===== src/rtl/arb2_rr.sv =====
// Round-robin selector for two requesters with a bounded burst.
// Holds the owner/burst-count/tie-priority state and produces the
// combinational grant (accept + sel) for the current cycle.
module arb2_rr #(
  parameter int MAXBURST = 4
) (
  input  logic clk_i,
  input  logic rst_i,
  input  logic req0,
  input  logic req1,
  output logic accept,
  output logic sel
);

  localparam logic [1:0] IDLE  = 2'd0;
  localparam logic [1:0] OWN0  = 2'd1;
  localparam logic [1:0] OWN1  = 2'd2;
  localparam logic [3:0] LIMIT = 4'(MAXBURST);

  logic [1:0] own_reg;
  logic [3:0] cnt_reg;
  logic       pri_reg;
  logic       acc_next;
  logic       sel_next;
  logic [1:0] sel_own;

  // Grant selection: the owner keeps the port until its burst is spent
  // while the peer waits; from IDLE a tie goes to the favoured requester.
  always_comb begin
    acc_next = 1'b0;
    sel_next = 1'b0;
    case (own_reg)
      OWN0: begin
        if (req0 && ((cnt_reg < LIMIT) || !req1)) begin
          acc_next = 1'b1;
          sel_next = 1'b0;
        end else if (req1) begin
          acc_next = 1'b1;
          sel_next = 1'b1;
        end
      end
      OWN1: begin
        if (req1 && ((cnt_reg < LIMIT) || !req0)) begin
          acc_next = 1'b1;
          sel_next = 1'b1;
        end else if (req0) begin
          acc_next = 1'b1;
          sel_next = 1'b0;
        end
      end
      default: begin
        if (req0 && req1) begin
          acc_next = 1'b1;
          sel_next = pri_reg;
        end else if (req0) begin
          acc_next = 1'b1;
          sel_next = 1'b0;
        end else if (req1) begin
          acc_next = 1'b1;
          sel_next = 1'b1;
        end
      end
    endcase
  end

  // Nothing is granted while reset is held, so no write can slip through.
  assign accept  = acc_next & ~rst_i;
  assign sel     = sel_next;
  assign sel_own = sel_next ? OWN1 : OWN0;

  // Owner, burst count and tie priority advance on every granted cycle.
  always_ff @(posedge clk_i or posedge rst_i) begin
    if (rst_i) begin
      own_reg <= IDLE;
      cnt_reg <= 4'd0;
      pri_reg <= 1'b0;
    end else if (acc_next) begin
      own_reg <= sel_own;
      pri_reg <= ~sel_next;
      if (own_reg == sel_own) begin
        // Past the limit the owner only continues when uncontended,
        // which starts a fresh burst.
        cnt_reg <= (cnt_reg < LIMIT) ? cnt_reg + 4'd1 : 4'd1;
      end else begin
        cnt_reg <= 4'd1;
      end
    end else begin
      own_reg <= IDLE;
      cnt_reg <= 4'd0;
    end
  end

endmodule


===== src/rtl/ram_port_arb2.sv =====
// Shares the read/write port of the 1W/2R RAM between two bus masters.
// Muxes the granted request onto the RAM port and returns registered
// read data with a one-cycle valid pulse per requester.
module ram_port_arb2 #(
  parameter  int SZ       = 2,
  parameter  int DW       = 32,
  parameter  int MAXBURST = 4,
  localparam int AW       = (SZ > 1) ? $clog2(SZ) : 1
) (
  input  logic          clk_i,
  input  logic          rst_i,
  input  logic          m0_stb_i,
  input  logic          m0_we_i,
  input  logic [AW-1:0] m0_addr_i,
  input  logic [DW-1:0] m0_data_i,
  output logic          m0_rdy_o,
  output logic          m0_val_o,
  output logic [DW-1:0] m0_data_o,
  input  logic          m1_stb_i,
  input  logic          m1_we_i,
  input  logic [AW-1:0] m1_addr_i,
  input  logic [DW-1:0] m1_data_i,
  output logic          m1_rdy_o,
  output logic          m1_val_o,
  output logic [DW-1:0] m1_data_o,
  output logic          ram_we_o,
  output logic [AW-1:0] ram_addr_o,
  output logic [DW-1:0] ram_data_o,
  input  logic [DW-1:0] ram_data_i
);

  logic          accept;
  logic          sel;
  logic [1:0]    rdy;
  logic [1:0]    we_in;
  logic [1:0]    rd_fire;
  logic [1:0]    val_reg;
  logic [DW-1:0] rdata_reg [2];

  arb2_rr #(
    .MAXBURST(MAXBURST)
  ) u_arb (
    .clk_i (clk_i),
    .rst_i (rst_i),
    .req0  (m0_stb_i),
    .req1  (m1_stb_i),
    .accept(accept),
    .sel   (sel)
  );

  assign rdy[0]   = accept & ~sel;
  assign rdy[1]   = accept & sel;
  assign we_in[0] = m0_we_i;
  assign we_in[1] = m1_we_i;
  assign m0_rdy_o = rdy[0];
  assign m1_rdy_o = rdy[1];

  // With no grant the address defaults to requester 0 and we stays low.
  assign ram_addr_o = rdy[1] ? m1_addr_i : m0_addr_i;
  assign ram_data_o = rdy[1] ? m1_data_i : m0_data_i;
  assign ram_we_o   = accept & (sel ? m1_we_i : m0_we_i);

  generate
    for (genvar gi = 0; gi < 2; gi++) begin : g_ret
      assign rd_fire[gi] = rdy[gi] & ~we_in[gi];

      // Capture RAM read data one edge after a granted read; the data
      // register holds until that requester's next read completes.
      always_ff @(posedge clk_i or posedge rst_i) begin
        if (rst_i) begin
          val_reg[gi]   <= 1'b0;
          rdata_reg[gi] <= '0;
        end else begin
          val_reg[gi] <= rd_fire[gi];
          if (rd_fire[gi]) begin
            rdata_reg[gi] <= ram_data_i;
          end
        end
      end
    end
  endgenerate

  assign m0_val_o  = val_reg[0];
  assign m1_val_o  = val_reg[1];
  assign m0_data_o = rdata_reg[0];
  assign m1_data_o = rdata_reg[1];

endmodule


===== config.mk =====
export PLATFORM = sky130hd
export DESIGN_NAME = ram_port_arb2
export DESIGN_NICKNAME = d
export VERILOG_FILES = /design/src/rtl/arb2_rr.sv /design/src/rtl/ram_port_arb2.sv
export SDC_FILE = /design/constraint.sdc
export NUM_CORES = 1
export LEC_CHECK = 0
export ABC_CLOCK_PERIOD_IN_PS = 3200
export CAP_MARGIN = 30
export CORE_ASPECT_RATIO = 0.8
export CORE_MARGIN = 2
export CORE_UTILIZATION = 37
export CTS_BUF_LIST = sky130_fd_sc_hd__clkbuf_16
export DETAILED_ROUTE_END_ITERATION = 7
export PLACE_DENSITY = 0.81
export SKIP_LAST_GASP = 1
export SYNTH_ARGS = -nofsm -noshare
export SYNTH_HDL_FRONTEND = slang
export SYNTH_SLANG_ARGS = --single-unit

===== constraint.sdc =====
create_clock -name clk_i -period 3.2 [get_ports clk_i]
set_input_delay 0.64 -clock clk_i [delete_from_list [all_inputs] [get_ports clk_i]]
set_output_delay 0.64 -clock clk_i [all_outputs]
set_load 0.1 [all_outputs]

## Word-level counts from Yosys, hierarchy flattened

Cells that the tools add are included.

- Flip-flop bits (word level): 73
- Input port bits: 104
- Output and inout bits: 102
- Logic and storage cells: 49

- Add/subtract/negate cells: 1
- Magnitude comparators: 1
- Equal/unequal tests: 3
- Muxes and demuxes: 20
- Bitwise gates (word level): 10
- Reduce and logical (&&, ||, !) cells: 7

Operators with widths:

| cell | number |
|---|---|
| 32-bit two-way mux | 1 |
| 1-bit two-way mux | 12 |
| 4-bit two-way mux | 3 |
| 1-bit bitwise AND | 6 |
| 4-bit by 1-bit adder with 4-bit output (second input constant) | 1 |
| 4-bit by 3-bit less-than comparator with 1-bit output (second input constant) | 1 |
| 2-bit two-way mux | 2 |
| 1-bit NOT | 4 |
| 1-bit one-hot mux with 2 select lines | 2 |
| 1-bit logical AND | 3 |
| 2-bit by 1-bit == test with 1-bit output (second input constant) | 1 |
| 2-bit == test | 1 |
| 2-bit == test (second input constant) | 1 |
| 1-bit zero test | 2 |
| 1-bit logical OR | 2 |

## Logic depth before layout (Yosys ltp)

- Depth after elaboration: 9
- Depth in mapped cells: 7
- Mapped depth without buffers: 7

## Modules after synthesis

A second synthesis with hierarchy kept.

- Cells, all modules: 220
- Area total of the unflattened synthesis: 3278.1 µm²

By module, submodules not included:

| module | instances | cells an instance | area an instance (µm²) | seq. area each (µm²) |
|---|---|---|---|---|
| ram_port_arb2 | 1 | 182 | 2882.8 | 1651.6 |
| arb2_rr | 1 | 38 | 395.4 | 175.2 |

## Worst setup path before layout

No wires, ideal clock.

- Path kind: flip-flop to output port
- Start point: reg u_arb.own_reg[0]
- End point: out m0_rdy_o
- Data arrival time: 3677 ps
- Data required time: 2560 ps
- Path slack: -1117 ps
- Cell stages (with the launch flop): 8
- Buffers on the path: 0
- Path through: dfrtp_1 -> inv_1 -> ha_1 -> or3b_2 -> o211a_1 -> nand2_1 -> inv_1 -> nor3_1

- Word-level cells in the longest chain between the ends: 4
- Elaborated cells on any way between the ends: 7
- Classes of those cells: eq/ne: 2; mux: 2; bitwise: 3

RTL lines:

| item | line | RTL |
|---|---|---|
| start, declared | arb2_rr.sv:20 | `logic [1:0] own_reg;` |
| start signal, assigned | arb2_rr.sv:78 | `own_reg <= sel_own;` |
| 2-bit == test or 2-bit by 1-bit == test with 1-bit output (tied branches) | arb2_rr.sv:32 | `case (own_reg)` |
| 1-bit one-hot mux with 2 select lines | arb2_rr.sv:32 |  |
| 1-bit bitwise AND or 1-bit NOT (tied branches) | arb2_rr.sv:67, ram_port_arb2.sv:51 |  |
| 1-bit bitwise AND (*) | ram_port_arb2.sv:51 | `assign rdy[0] = accept & ~sel;` |
| end, declared | ram_port_arb2.sv:16 | `output logic m0_rdy_o,` |

Every way passes the cells marked *; elsewhere a longest branch is shown, timed or not.

## Worst setup path after layout

- Start point: reg u_arb.own_reg[0]
- End point: out ram_data_o[12]

- Word-level cells in the longest chain between the ends: 5
- Elaborated cells on any way between the ends: 7
- Classes of those cells: eq/ne: 2; mux: 3; bitwise: 2

RTL lines:

| item | line | RTL |
|---|---|---|
| 2-bit == test or 2-bit by 1-bit == test with 1-bit output (tied branches) | arb2_rr.sv:32 |  |
| 1-bit one-hot mux with 2 select lines | arb2_rr.sv:32 |  |
| 1-bit bitwise AND | arb2_rr.sv:67 | `assign accept = acc_next & ~rst_i;` |
| 1-bit bitwise AND (*) | ram_port_arb2.sv:52 | `assign rdy[1] = accept & sel;` |
| 32-bit two-way mux (*) | ram_port_arb2.sv:60 | `assign ram_data_o = rdy[1] ? m1_data_i : m0_data_i;` |
| end, declared | ram_port_arb2.sv:28 | `output logic [DW-1:0] ram_data_o,` |

Marks and branches as above.

==> run_results.csv <==
group,metric,value,unit
outcome,outcome,"finished clean",
worst_hold_path,hold_path_class,"reg2reg",
drt,vias_per_cell,4.87,
die,fp-row-count,30,
grt,grt_pass1_wl,15200,µm
setup_path,max_stage_delay,0.41,ns
synth,syn-instance-count,222,
setup_path,worst-path-max-fanout,15,
setup_path,end_kind,"primary output",
setup_path,critPathBufInv,3,
synth,synth_area_leaders,"dfrtp_1, mux2_2, ha_1",
synth,ys_warn_count,0,
synth,ys_types,29,
placement,gp_congestion,0.917,
sta,setup-tns-final,0,ns
setup_path,crit_required,2.56,ns
sta,worstMarginPinSlew,0.598,ns
cells_and_area,antenna-diode-count,0,
placement,dpl-instance-area,5810,µm²
drt,antenna_left,0,
sta,slew_viol_final,0,
cells_and_area,fill_cells,568,
setup_path,path_cells,"inv_1, ha_2, or3b_4, o211ai_4, nor3_4, buf_12, mux2_2, buf_12",
setup_path,path_delay_family,"simple AND/OR/NAND/NOR gates",
clock_network,cts_num_sinks,73,
die,dieArea,9640,µm²
clock_network,cts_root_buffer,"clkbuf_16",
clock_network,clk_pin_slew,0.06,ns
setup_path,start_kind,"flop",
sta,slew_headroom,60.1,%
placement,dp_cells,543,
die,start_util,38.3,%
cells_and_area,seqCellArea,1830,µm²
synth,synth_top_area_cell,"dfrtp_1",
drt,drcViolationCount,0,
clock_network,cts.htree.levels,3,
die,core-area,8560,µm²
drt,routed_wl,10200,µm
grt,globalRouteOverflowTotal,0,
synth,synthMuxAreaShare,33.3,%
cells_and_area,multi_input_area,1420,µm²
drt,drtIter0Drc,96,
grt,grt_max_degree,48,
synth,synth_top_area_share,55.7,%
synth,ys_ff_latch,73,
clock_network,insertion_delay,0.33,ns
sta,hold_viol_final,0,
cells_and_area,layout_common_cells,"clkdlybuf4s50_1, mux2_2, buf_4",
synth,syn_nets,329,
drt,dr_total_vias,2732,
synth,yosysSeqAreaShare,55.7,%
cells_and_area,final_area,6140,µm²
cells_and_area,final_common_cell,"clkdlybuf4s50_1",
clock_network,holdBufCountCts,0,
synth,syn_area_per_cell,14.8,µm²
placement,io_buffers,205,
synth,async_reset_ff_share,100,%
clock_network,cts_tree,"yes",
synth,synth_area,3280,µm²
synth,synth_edf_count,0,
run,maxCapViolations,0,
sta,fin_hold_ws,0.505,ns
setup_path,cpMostUsedCell,"buf_12",
synth,synth_top_flop_cell,"dfrtp_1",
cells_and_area,drive_gt1_share,53.5,%
die,ios,206,
die,fp.dieW,109,µm
synth,synth_compound_area_share,3.05,%
die,die_h,88.2,µm
grt,antenna_found_initial,0,
cells_and_area,fin_cells,561,
synth,yosys.area_share.adder,1.14,%
cells_and_area,synthToLayoutAreaGrowth,87.1,%
setup_path,path_class,"reg2out",
clock_network,cts.path.max_buffers,2,
synth,yosys.area_share.xor_xnor,0,%
setup_path,crit_arrival,2.48,ns
synth,synth_top_family_by_area,"multiplexers",
sta,finalClockSkew,0.00434,ns
cells_and_area,fin_nets,551,
sta,layout_min_cycle_time,3.12,ns
placement,dp.final_hpwl,7890,µm
synth,yosys.area_share.simple,3.85,%
sta,setup_viol,0,
sta,rsz0062_at_grt,"true",
drt,drt_pass1_iterations,4,
clock_network,cts_made_buffers,9,
grt,track_usage,21.0,%
grt,grt_pass1_vias,2930,
sta,post-route-period-util,97.5,%
sta,fmax,0.321,GHz
setup_path,crit_path_top_delay_cell,"dfrtp_1",
drt,routedWlPerCell,18.2,µm
-- worst register-to-register path: stages (launching register included) --
cell      delay (ns)
dfrtp_1         0.39
inv_1           0.06
ha_2            0.37
or3b_4          0.16
o211ai_4        0.09
buf_4           0.16
buf_4           0.15
nor4_4          0.38
buf_12          0.23
mux2_2          0.36
-- through the flow --
stage / setup WS [ns] / util [%]
after CTS: 0.00296 / 71.7
after global placement: -0.139 / 67.7
after floorplan: 0.00668 / -
after detailed placement: -0.154 / 67.9
after global routing: -0.00651 / 71.7
final: 0.0815 / 71.7
-- routing by layer --
layer	vias to the layer above	wire (µm)	global-route usage (%)
li1	1249	-	-
met1	1324	3620	22.6
met2	141	5160	37.0
met3	18	1260	9.06
met4	0	191	7.83
met5	-	0	0
-- repair_timing --
item                                    4_1_cts  5_1_grt
endpoints found under the setup margin       33       33
cloned                                        0        0
setup buffers                                 2        0
pin swaps                                     2        2
resized for setup                             4        1
-- cells by family (layout without fill, tap and decap cells) --
family / Yosys count / in the layout
other: 1 / 1
AOI/OAI and AO/OA: 11 / 11
muxes: 97 / 97
buffers and inverters: 15 / 242
and+or+nand+nor: 22 / 22
DFF: 73 / 73
adders and majority gates: 3 / 3
-- path summary, 6_finish.rpt --
kind,start,end,slack [ns],depth (start not counted)
max in group asynchronous,rst_i,m0_data_o[15],1.51,4
min in group asynchronous,rst_i,m0_data_o[0],1.04,3
worst max register to register,u_arb.own_reg[0],m1_data_o[31],0.73,9
worst min register to register,m1_data_o[18],m1_data_o[18],0.50,1
worst max-delay path,u_arb.own_reg[0],ram_data_o[12],0.08,8
worst min-delay path,m1_data_o[18],m1_data_o[18],0.50,1
-- synthesized netlist by cell type (3+ instances only) --
master,count
nand2_1,3
buf_2,3
ha_1,3
dfrtp_1,73
nor2_1,4
buf_6,3
a21oi_1,3
nand3_1,3
buf_4,3
inv_1,5
mux2_2,97
nor3_1,5
-- cell type report --
type | instances | area share, %
Timing Repair Buffer | 221 | 39.7
Sequential cell | 73 | 29.8
Clock buffer | 9 | 3.67
Inverter | 5 | 0.306
Multi-Input combinational cell | 134 | 23.2
Clock inverter | 7 | 1.14
Tap cell | 112 | 2.28
Power is left out: the tool's default activity adds up to more than one toggle a clock period on the data nets, which glitch-free logic cannot reach.
